==> config.mk <==
export PLATFORM = sky130hd
export DESIGN_NAME = zx_tape_player_flat
export DESIGN_NICKNAME = d
export VERILOG_FILES = /design/src/rtl/zx_tape_player_if.sv /design/src/rtl/zx_tape_player.sv /design/src/flat_wrapper.sv
export SDC_FILE = /design/constraint.sdc
export NUM_CORES = 1
export LEC_CHECK = 0
export BUFFER_PORTS_ARGS = -buffer_cell sky130_fd_sc_hd__buf_2
export CAP_MARGIN = 20
export CELL_PAD_IN_SITES_DETAIL_PLACEMENT = 0
export CELL_PAD_IN_SITES_GLOBAL_PLACEMENT = 1
export CORE_UTILIZATION = 47
export CTS_CLUSTER_DIAMETER = 60
export CTS_CLUSTER_SIZE = 14
export DETAILED_ROUTE_END_ITERATION = 10
export GPL_ROUTABILITY_DRIVEN = 1
export GPL_TIMING_DRIVEN = 0
export PLACE_DENSITY = 0.93
export SETUP_SLACK_MARGIN = 0.2
export SLEW_MARGIN = 20
export SYNTH_ARGS = -nofsm -noshare
export SYNTH_HDL_FRONTEND = slang
export SYNTH_SLANG_ARGS = --single-unit
==> constraint.sdc <==
create_clock -name clk -period 6 [get_ports clk]
set_clock_uncertainty 0.2 [all_clocks]
set_input_delay 1.2 -clock clk [delete_from_list [all_inputs] [get_ports clk]]
set_output_delay 1.2 -clock clk [all_outputs]
set_load 0.02 [all_outputs]
==> src/rtl/zx_tape_player_if.sv <==
// Memory read port between the tape player and the SRAM arbiter.
// mem_ack is a one-cycle strobe; mem_data is valid in the same cycle.
interface zx_tape_player_if #(
  parameter int ADDR_W = 14
);
  logic              mem_req;
  logic [ADDR_W-1:0] mem_addr;
  logic              mem_ack;
  logic [7:0]        mem_data;

  modport master (output mem_req, mem_addr, input mem_ack, mem_data);
  modport slave  (input mem_req, mem_addr, output mem_ack, mem_data);
endinterface

==> src/rtl/zx_tape_player.sv <==
// Plays a .P image from SRAM as a ZX81 tape pulse stream, MSB first.
//
// state     | meaning
// IDLE      | waiting for a play edge
// LEADER    | leading silence before the first byte
// FETCH     | memory read outstanding, waiting for mem_ack
// PULSE_HI  | high half of one pulse
// PULSE_LO  | low half of one pulse
// GAP       | silence after each bit
// TRAIL     | trailing silence after the last byte
module zx_tape_player #(
  parameter int ADDR_W       = 14,
  parameter int PULSE_HI_CYC = 975,
  parameter int PULSE_LO_CYC = 975,
  parameter int GAP_CYC      = 8450,
  parameter int LEADER_CYC   = 6500000,
  parameter int CNT_W        = 23
) (
  input  logic               clk,
  input  logic               reset,
  input  logic               play,
  input  logic               stop,
  input  logic [ADDR_W-1:0]  length,
  zx_tape_player_if.master   mem,
  output logic               tape_out,
  output logic               busy,
  output logic               done
);

  localparam logic [2:0] S_IDLE     = 3'd0;
  localparam logic [2:0] S_LEADER   = 3'd1;
  localparam logic [2:0] S_FETCH    = 3'd2;
  localparam logic [2:0] S_PULSE_HI = 3'd3;
  localparam logic [2:0] S_PULSE_LO = 3'd4;
  localparam logic [2:0] S_GAP      = 3'd5;
  localparam logic [2:0] S_TRAIL    = 3'd6;

  // Down-counter load values: a state lasts load+1 cycles including entry.
  localparam logic [CNT_W-1:0] T_LEADER = CNT_W'(LEADER_CYC - 1);
  localparam logic [CNT_W-1:0] T_HI     = CNT_W'(PULSE_HI_CYC - 1);
  localparam logic [CNT_W-1:0] T_LO     = CNT_W'(PULSE_LO_CYC - 1);
  localparam logic [CNT_W-1:0] T_GAP    = CNT_W'(GAP_CYC - 1);

  logic [2:0]        state, state_nx;
  logic [CNT_W-1:0]  timer, timer_nx;
  logic [ADDR_W-1:0] addr_q, addr_nx;
  logic [ADDR_W-1:0] len_q, len_nx;
  logic [6:0]        rest_bits, rest_nx;
  logic [2:0]        bit_idx, bit_nx;
  logic [3:0]        pulse_cnt, pcnt_nx;
  logic              done_nx;
  logic              play_q;
  logic              mem_req_q;
  logic              play_edge;
  logic              tmr_end;

  assign mem.mem_req  = mem_req_q;
  assign mem.mem_addr = addr_q;
  assign play_edge    = play & ~play_q;
  assign tmr_end      = (timer == '0);

  always_comb begin
    state_nx = state;
    timer_nx = timer;
    addr_nx  = addr_q;
    len_nx   = len_q;
    rest_nx  = rest_bits;
    bit_nx   = bit_idx;
    pcnt_nx  = pulse_cnt;
    done_nx  = 1'b0;
    if (state != S_IDLE && stop) begin
      state_nx = S_IDLE;
    end else begin
      case (state)
        S_IDLE: begin
          if (play_edge && !stop) begin
            if (length != '0) begin
              len_nx   = length;
              addr_nx  = '0;
              state_nx = S_LEADER;
              timer_nx = T_LEADER;
            end else begin
              done_nx = 1'b1;
            end
          end
        end
        S_LEADER: begin
          if (tmr_end) state_nx = S_FETCH;
          else         timer_nx = timer - CNT_W'(1);
        end
        S_FETCH: begin
          if (mem.mem_ack && mem_req_q) begin
            rest_nx  = mem.mem_data[6:0];
            bit_nx   = 3'd7;
            pcnt_nx  = mem.mem_data[7] ? 4'd9 : 4'd4;
            state_nx = S_PULSE_HI;
            timer_nx = T_HI;
          end
        end
        S_PULSE_HI: begin
          if (tmr_end) begin
            state_nx = S_PULSE_LO;
            timer_nx = T_LO;
          end else begin
            timer_nx = timer - CNT_W'(1);
          end
        end
        S_PULSE_LO: begin
          if (tmr_end) begin
            pcnt_nx = pulse_cnt - 4'd1;
            if (pulse_cnt != 4'd1) begin
              state_nx = S_PULSE_HI;
              timer_nx = T_HI;
            end else begin
              state_nx = S_GAP;
              timer_nx = T_GAP;
            end
          end else begin
            timer_nx = timer - CNT_W'(1);
          end
        end
        S_GAP: begin
          if (tmr_end) begin
            if (bit_idx != 3'd0) begin
              bit_nx   = bit_idx - 3'd1;
              rest_nx  = {rest_bits[5:0], 1'b0};
              pcnt_nx  = rest_bits[6] ? 4'd9 : 4'd4;
              state_nx = S_PULSE_HI;
              timer_nx = T_HI;
            end else if (addr_q == len_q - ADDR_W'(1)) begin
              state_nx = S_TRAIL;
              timer_nx = T_LEADER;
            end else begin
              addr_nx  = addr_q + ADDR_W'(1);
              state_nx = S_FETCH;
            end
          end else begin
            timer_nx = timer - CNT_W'(1);
          end
        end
        S_TRAIL: begin
          if (tmr_end) begin
            state_nx = S_IDLE;
            done_nx  = 1'b1;
          end else begin
            timer_nx = timer - CNT_W'(1);
          end
        end
        default: state_nx = S_IDLE;
      endcase
    end
  end

  // Outputs are decoded from the next state so they stay registered.
  always_ff @(posedge clk) begin
    if (reset) begin
      state     <= S_IDLE;
      timer     <= '0;
      addr_q    <= '0;
      len_q     <= '0;
      rest_bits <= '0;
      bit_idx   <= '0;
      pulse_cnt <= '0;
      play_q    <= 1'b1;
      mem_req_q <= 1'b0;
      tape_out  <= 1'b0;
      busy      <= 1'b0;
      done      <= 1'b0;
    end else begin
      state     <= state_nx;
      timer     <= timer_nx;
      addr_q    <= addr_nx;
      len_q     <= len_nx;
      rest_bits <= rest_nx;
      bit_idx   <= bit_nx;
      pulse_cnt <= pcnt_nx;
      play_q    <= play;
      mem_req_q <= (state_nx == S_FETCH);
      tape_out  <= (state_nx == S_PULSE_HI);
      busy      <= (state_nx != S_IDLE);
      done      <= done_nx;
    end
  end

endmodule

==> src/flat_wrapper.sv <==
// flat-port wrapper written by rule: the top's interface ports become plain ports
module zx_tape_player_flat 
#(
  parameter int ADDR_W       = 14,
  parameter int PULSE_HI_CYC = 975,
  parameter int PULSE_LO_CYC = 975,
  parameter int GAP_CYC      = 8450,
  parameter int LEADER_CYC   = 6500000,
  parameter int CNT_W        = 23
)
  (clk, reset, play, stop, length, tape_out, busy, done, mem_mem_req, mem_mem_addr, mem_mem_ack, mem_mem_data);
  zx_tape_player_if #(.ADDR_W(ADDR_W)) mem_i ();
  input  logic clk;
  input  logic reset;
  input  logic play;
  input  logic stop;
  input  logic [ADDR_W-1:0] length;
  output logic tape_out;
  output logic busy;
  output logic done;
  output wire logic [$bits(mem_i.mem_req)-1:0] mem_mem_req;
  output wire logic [$bits(mem_i.mem_addr)-1:0] mem_mem_addr;
  input wire logic [$bits(mem_i.mem_ack)-1:0] mem_mem_ack;
  input wire logic [$bits(mem_i.mem_data)-1:0] mem_mem_data;
  assign mem_mem_req = mem_i.mem_req;
  assign mem_mem_addr = mem_i.mem_addr;
  assign mem_i.mem_ack = mem_mem_ack;
  assign mem_i.mem_data = mem_mem_data;
  zx_tape_player #(.ADDR_W(ADDR_W), .PULSE_HI_CYC(PULSE_HI_CYC), .PULSE_LO_CYC(PULSE_LO_CYC), .GAP_CYC(GAP_CYC), .LEADER_CYC(LEADER_CYC), .CNT_W(CNT_W)) u_core (.clk(clk), .reset(reset), .play(play), .stop(stop), .length(length), .mem(mem_i), .tape_out(tape_out), .busy(busy), .done(done));
endmodule
# Word-level counts from Yosys, hierarchy flattened
# Index checks and enable logic that the tools add are counted.
word_totals:
  reg_bits: 73
  wordCells: 110
  output_inout_bits: 18
op_classes:
  eq_ne: 20
  n_addsub: 5
  n_reduce_logical: 21
  bitwise_logic: 3
  muxes: 49
ops:
  columns: ["operator", "count"]
  rows:
  - ["23-bit two-way mux", 9]
  - ["23-bit one-hot mux with 6 select lines", 1]
  - ["14-bit two-way mux", 6]
  - ["3-bit two-way mux", 15]
  - ["14-bit one-hot mux with 2 select lines", 1]
  - ["4-bit two-way mux", 6]
  - ["23-bit zero test", 1]
  - ["23-bit by 1-bit subtractor with 23-bit output (second input constant)", 1]
  - ["7-bit two-way mux", 3]
  - ["3-bit one-hot mux with 7 select lines", 1]
  - ["14-bit by 1-bit adder with 14-bit output (second input constant)", 1]
  - ["14-bit equality test", 1]
  - ["7-bit one-hot mux with 2 select lines", 1]
  - ["7-bit AND reduction", 2]
  - ["14-bit nonzero test", 1]
  - ["14-bit by 1-bit subtractor with 14-bit output (second input constant)", 1]
  - ["3-bit by 2-bit equality test with 1-bit output (second input constant)", 4]
  - ["2-bit by 1-bit inequality test with 1-bit output (second input constant)", 6]
  - ["4-bit one-hot mux with 3 select lines", 1]
  - ["3-bit nonzero test", 4]
  - ["3-bit equality test (second input constant)", 3]
  - ["2-bit inequality test (second input constant)", 3]
  - ["3-bit one-hot mux with 2 select lines", 1]
  - ["6-bit AND reduction", 1]
  - ["17 further kinds", 24]

# Logic depth before layout (Yosys ltp)
depth:
  ltp_word: 8
  depth_mapped: 11
  ltp_nobuf: 9

# Worst setup path before layout
# Ideal clock, no wire load.
synth_timing:
  path_type: "in2reg"
  from: "input port stop"
  to: "register u_core.timer[14]"
  setup_ps: 91
  path_buffers: 2
  t_required_ps: 5709
  stages: 9
  slack_ps: 2721
  t_arrival_ps: 2988
  cell_sequence: "clkbuf_1 > or3b_2 > o32ai_1 > o31ai_1 > nor2_1 > and2_1 > clkbuf_1 > a31oi_1 > a311oi_1"
synth_via:
  elab_chain_len: 4
  word_cells_on_any_way: 6
  classes_between: "eq/ne: 1; bitwise: 1; reduce/logical: 4"
synth_rtl:
  columns: ["item", "line_no", "text"]
  rows:
  - ["start: declaration", "flat_wrapper.sv:16", "input logic stop;"]
  - ["1-bit zero test", "zx_tape_player.sv:76", "if (play_edge && !stop) begin"]
  - ["1-bit logical AND", "zx_tape_player.sv:76", null]
  - ["2-bit by 1-bit inequality test with 1-bit output (no source line)", null, null]
  - ["7-bit AND reduction (no source line) (*)", null, null]
  - ["end signal: assignment", "zx_tape_player.sv:171", "timer <= timer_nx;"]
  - ["end: declaration", "zx_tape_player.sv:45", "logic [CNT_W-1:0] timer, timer_nx;"]
# Mark *: on every way between the ends. The rest lies on a longest branch, timed or not.
# A chain may end at the register's enable or synchronous reset.

# Final worst setup path
layout_timing:
  from: "register u_core.timer[0]"
  to: "register u_core.timer[22]"
layout_via:
  elab_chain_len: 3
  word_cells_on_any_way: 10
  classes_between: "add/sub: 1; eq/ne: 2; mux: 5; reduce/logical: 2"
layout_rtl:
  columns: ["item", "line_no"]
  rows:
  - ["23-bit by 1-bit subtractor with 23-bit output / 23-bit zero test (equally long branches)", null]
  - ["23-bit two-way mux, or another cell as far along", "zx_tape_player.sv:88, zx_tape_player.sv:142"]
  - ["23-bit one-hot mux with 6 select lines / 7-bit AND reduction (equally long branches)", null]
# Parallel ways exist; a longest one is shown, timed or not. The select of a mux whose other input is x is not followed.

==> impl_metrics.json <==
{
  "outcome": "finished clean",
  "worst-endpoint-required_ps": 6020,
  "cts_buffers": 9,
  "finalWorstPathRequiredPeriod_ps": 3390,
  "cp-start-kind": "flop",
  "synth_top_area_frac": 0.321,
  "final_number_of_hold_violating_endpoints": 0,
  "post_cts.repair.setup_buffers": 0,
  "die_height_um": 100,
  "yosys-top-cells-area": "sky130_fd_sc_hd__dfxtp_1, sky130_fd_sc_hd__nand2_1, sky130_fd_sc_hd__a21oi_1, sky130_fd_sc_hd__nor2_1, sky130_fd_sc_hd__a311oi_1",
  "setup_tns_ps": 0,
  "final_nets": 692,
  "layout.area.seq_um2": 1460,
  "end_kind": "flop",
  "numPortBuffers": 42,
  "worst_skew_pair_latency_ps": 360,
  "antenna-diode-count": 0,
  "gr-usage-all-layers": 0.274,
  "finalSetupViolations": 0,
  "worstHoldPathType": "reg2reg",
  "worstMarginPinSlew_ps": 919,
  "tritoncts_clock_tree": "yes",
  "slew_viol_final": 0,
  "synth.cell_area_um2": 4560,
  "critical_path_class": "reg2reg",
  "dp_cells": 776,
  "routed_wl_mm": 13.2,
  "power_leakage_nw": 1.81,
  "dieArea_um2": 10100,
  "place_congestion": 0.875,
  "dr.first_iter.drc_count": 340,
  "final_cell_area_um2": 5120,
  "grt_first_pass_wirelength_mm": 22.0,
  "grt_start_max_net_pins": 14,
  "vias_in_the_first_global_route": 4511,
  "vias_per_cell": 6.07,
  "multiInputGateArea_um2": 2860,
  "timing.critical_path.cells": "inv_1, ha_1, nor3b_1, nand4_1, a2111oi_0, nor3_1, or2_2, clkbuf_1, a21oi_1, o32ai_1",
  "cts.path.max_buffers": 2,
  "maxcap_viol_count": 0,
  "starting_density_of_the_core": 0.489,
  "ys_warn_count": 0,
  "slowest_delay_ps": 620,
  "route.vias.total": 4808,
  "yosys.area.top_type": "sky130_fd_sc_hd__dfxtp_1",
  "clock_tree.htree_level_count": 3,
  "share_of_final_layout_standard_cells_stronger_than_drive_strength_1": 0.131,
  "synth-seq-cells": 73,
  "fill_cells": 921,
  "clk_pin_slew_worst_paths_ps": 80,
  "wl_per_cell_um": 16.7,
  "std_cell_rows": 35,
  "synth_edf_count": 0,
  "cpMaxStageDelayCell": "sky130_fd_sc_hd__nor3b_1",
  "setup_repair_after_global_routing_missed_its_margin": "false",
  "final_cell_count_no_fill": 792,
  "slew_headroom": 0.383,
  "pin_count": 45,
  "drc_errors": 0,
  "cells_after_synthesis": 605,
  "ctsHoldBuffers": 0,
  "avgSynthCellArea_um2": 7.53,
  "placeableCoreArea_um2": 9330,
  "cts_repair_resize_count": 0,
  "share_of_flip_flops_with_an_asynchronous_set_or_reset_after_synthesis": 0,
  "ys_seq_area_frac": 0.321,
  "fin_crit_sh": 0.565,
  "post-dp-hpwl_mm": 9.74,
  "ant_nets": 0,
  "arrival_ps": 3410,
  "yosys.cell_types.count": 64,
  "floorplan.die.width_um": 100,
  "clock_sinks": 73,
  "first_pass_iters": 5,
  "vdd_ir_drop_max_mv": 0.197,
  "cts.root.buffer_cell": "sky130_fd_sc_hd__clkbuf_8",
  "antenna_found_initial": 0,
  "powerDensity_nw_per_um2": 319,
  "placedInstanceArea_um2": 4930,
  "max_freq_mhz": 295,
  "synth_flop_type": "sky130_fd_sc_hd__dfxtp_1",
  "areaGrowthSynthToFinish_pct": 12.4,
  "grt_remaining_overflow": 0,
  "synth_fp_nets": 639,
  "crit_fanout": 9
}
power breakdown:
group	total, mW	switching [mW]	leakage, nW	internal [mW]
Sequential	0.562	0.0396	0.591	0.522
Combinational	0.678	0.449	1.12	0.229
Clock	0.396	0.202	0.0929	0.194
Total	1.63	0.690	1.81	0.945
synthesized netlist by cell type (3+ instances only):
cell,n
sky130_fd_sc_hd__or4_1,6
sky130_fd_sc_hd__o31a_1,3
sky130_fd_sc_hd__or2_2,3
sky130_fd_sc_hd__nor2_1,47
sky130_fd_sc_hd__nand3b_1,4
sky130_fd_sc_hd__or3b_2,3
sky130_fd_sc_hd__xnor2_1,15
sky130_fd_sc_hd__nand3_1,22
sky130_fd_sc_hd__o41ai_1,6
sky130_fd_sc_hd__o311ai_0,3
sky130_fd_sc_hd__and4_1,3
sky130_fd_sc_hd__nor4_1,13
sky130_fd_sc_hd__or3_1,11
sky130_fd_sc_hd__buf_2,8
sky130_fd_sc_hd__dfxtp_1,73
sky130_fd_sc_hd__buf_4,3
sky130_fd_sc_hd__o32ai_1,3
sky130_fd_sc_hd__nand4_1,5
sky130_fd_sc_hd__a31oi_1,17
sky130_fd_sc_hd__a311oi_1,15
sky130_fd_sc_hd__nor3b_1,4
sky130_fd_sc_hd__and3_1,14
sky130_fd_sc_hd__xor2_1,5
sky130_fd_sc_hd__nor3_1,20
sky130_fd_sc_hd__inv_1,17
sky130_fd_sc_hd__nand2b_1,14
sky130_fd_sc_hd__o21ai_0,16
sky130_fd_sc_hd__a211oi_1,15
sky130_fd_sc_hd__o31ai_1,12
sky130_fd_sc_hd__mux2i_1,4
sky130_fd_sc_hd__ha_1,7
sky130_fd_sc_hd__clkbuf_1,25
sky130_fd_sc_hd__o2111ai_1,3
sky130_fd_sc_hd__and2_1,3
sky130_fd_sc_hd__nand2_1,88
sky130_fd_sc_hd__a21oi_1,56
sky130_fd_sc_hd__o21a_1,4
worst paths after layout:
path                                  start                             end  slack [ps]  cells after the start
min          u_core.bit_idx[0]$_SDFFE_PP0P_  u_core.bit_idx[0]$_SDFFE_PP0P_         270                      1
max            u_core.timer[0]$_SDFFE_PP0P_   u_core.timer[22]$_SDFFE_PP0P_        2610                     10
max reg2reg    u_core.timer[0]$_SDFFE_PP0P_   u_core.timer[22]$_SDFFE_PP0P_        2610                     10
min reg2reg  u_core.bit_idx[0]$_SDFFE_PP0P_  u_core.bit_idx[0]$_SDFFE_PP0P_         270                      1
flip-flops by register name, indices dropped and copies added (netlist names):
register	cells
u_core.busy	1
u_core.timer	23
u_core.pulse_cnt	4
u_core.tape_out	1
u_core.len_q	14
u_core.rest_bits	7
u_core.done	1
u_core.bit_idx	3
u_core.mem.mem_addr	14
u_core.mem.mem_req	1
u_core.play_q	1
u_core.state	3
layer usage:
metal / global-route usage / up-vias / routed length (um)
met2: 0.461 / 194 / 6290
met3: 0.0444 / 23 / 848
met5: 0 / - / 0
li1: - / 2349 / -
met4: 0.0959 / 0 / 214
met1: 0.357 / 2242 / 5850
area by class of cell:
type                    count  area share
multi-input cells         476       0.558
well taps                 129      0.0315
clock inverters             6      0.0132
repair buffers             42      0.0410
flip-flops and latches     73       0.285
plain buffers              39      0.0342
inverters                  17      0.0125
clock buffers              10      0.0249
critical path: cells and delay by family, from the launching register on:
| family | cells | cell delay (ps) |
|---|---|---|
| flip-flops | 1 | 350 |
| adder cells (fa/ha/maj) | 1 | 190 |
| AND/OR/NAND/NOR | 4 | 1530 |
| buffers and inverters | 2 | 330 |
| AO/OA/AOI/OAI | 3 | 670 |
metrics by stage:
| step | hold slack (ps) | power, mW | setup slack, ps | utilization |
|---|---|---|---|---|
| 3_5_place_dp | 256 | 1.23 | 2280 | 0.529 |
| 2_1_floorplan | 237 | 1.06 | 2720 | - |
| 6_report | 265 | 1.63 | 2610 | 0.549 |
| 4_1_cts | 271 | 1.62 | 2650 | 0.549 |
| 3_3_place_gp | 255 | 1.22 | 2300 | 0.529 |
| 5_1_grt | 302 | 1.74 | 2230 | 0.549 |
kinds of logic after synthesis:
logic type | synth area share
adder cells (fa/ha/maj) | 0.0192
flip-flops | 0.321
XOR/XNOR | 0.0384
buffers and inverters | 0.0524
AND/OR/NAND/NOR | 0.303
multiplexers | 0.00878
AO/OA/AOI/OAI | 0.258
cell usage in the layout (no fill, tap or decap), types with 4 or more instances in the layout:
cell / netlist / final
sky130_fd_sc_hd__a211oi_1: 15 / 15
sky130_fd_sc_hd__a21oi_1: 56 / 56
sky130_fd_sc_hd__a311oi_1: 15 / 15
sky130_fd_sc_hd__a31oi_1: 17 / 17
sky130_fd_sc_hd__and3_1: 14 / 14
sky130_fd_sc_hd__buf_2: 8 / 50
sky130_fd_sc_hd__clkbuf_1: 25 / 26
sky130_fd_sc_hd__clkbuf_8: 0 / 9
sky130_fd_sc_hd__dfxtp_1: 73 / 73
sky130_fd_sc_hd__ha_1: 7 / 7
sky130_fd_sc_hd__inv_1: 17 / 17
sky130_fd_sc_hd__mux2i_1: 4 / 4
sky130_fd_sc_hd__nand2_1: 88 / 88
sky130_fd_sc_hd__nand2b_1: 14 / 14
sky130_fd_sc_hd__nand3_1: 22 / 22
sky130_fd_sc_hd__nand3b_1: 4 / 4
sky130_fd_sc_hd__nand4_1: 5 / 5
sky130_fd_sc_hd__nor2_1: 47 / 47
sky130_fd_sc_hd__nor3_1: 20 / 20
sky130_fd_sc_hd__nor3b_1: 4 / 4
sky130_fd_sc_hd__nor4_1: 13 / 13
sky130_fd_sc_hd__o21a_1: 4 / 4
sky130_fd_sc_hd__o21ai_0: 16 / 16
sky130_fd_sc_hd__o31ai_1: 12 / 12
sky130_fd_sc_hd__o41ai_1: 6 / 6
sky130_fd_sc_hd__or3_1: 11 / 11
sky130_fd_sc_hd__or4_1: 6 / 6
sky130_fd_sc_hd__xnor2_1: 15 / 15
sky130_fd_sc_hd__xor2_1: 5 / 5
(Power assumes the default switching activity.)
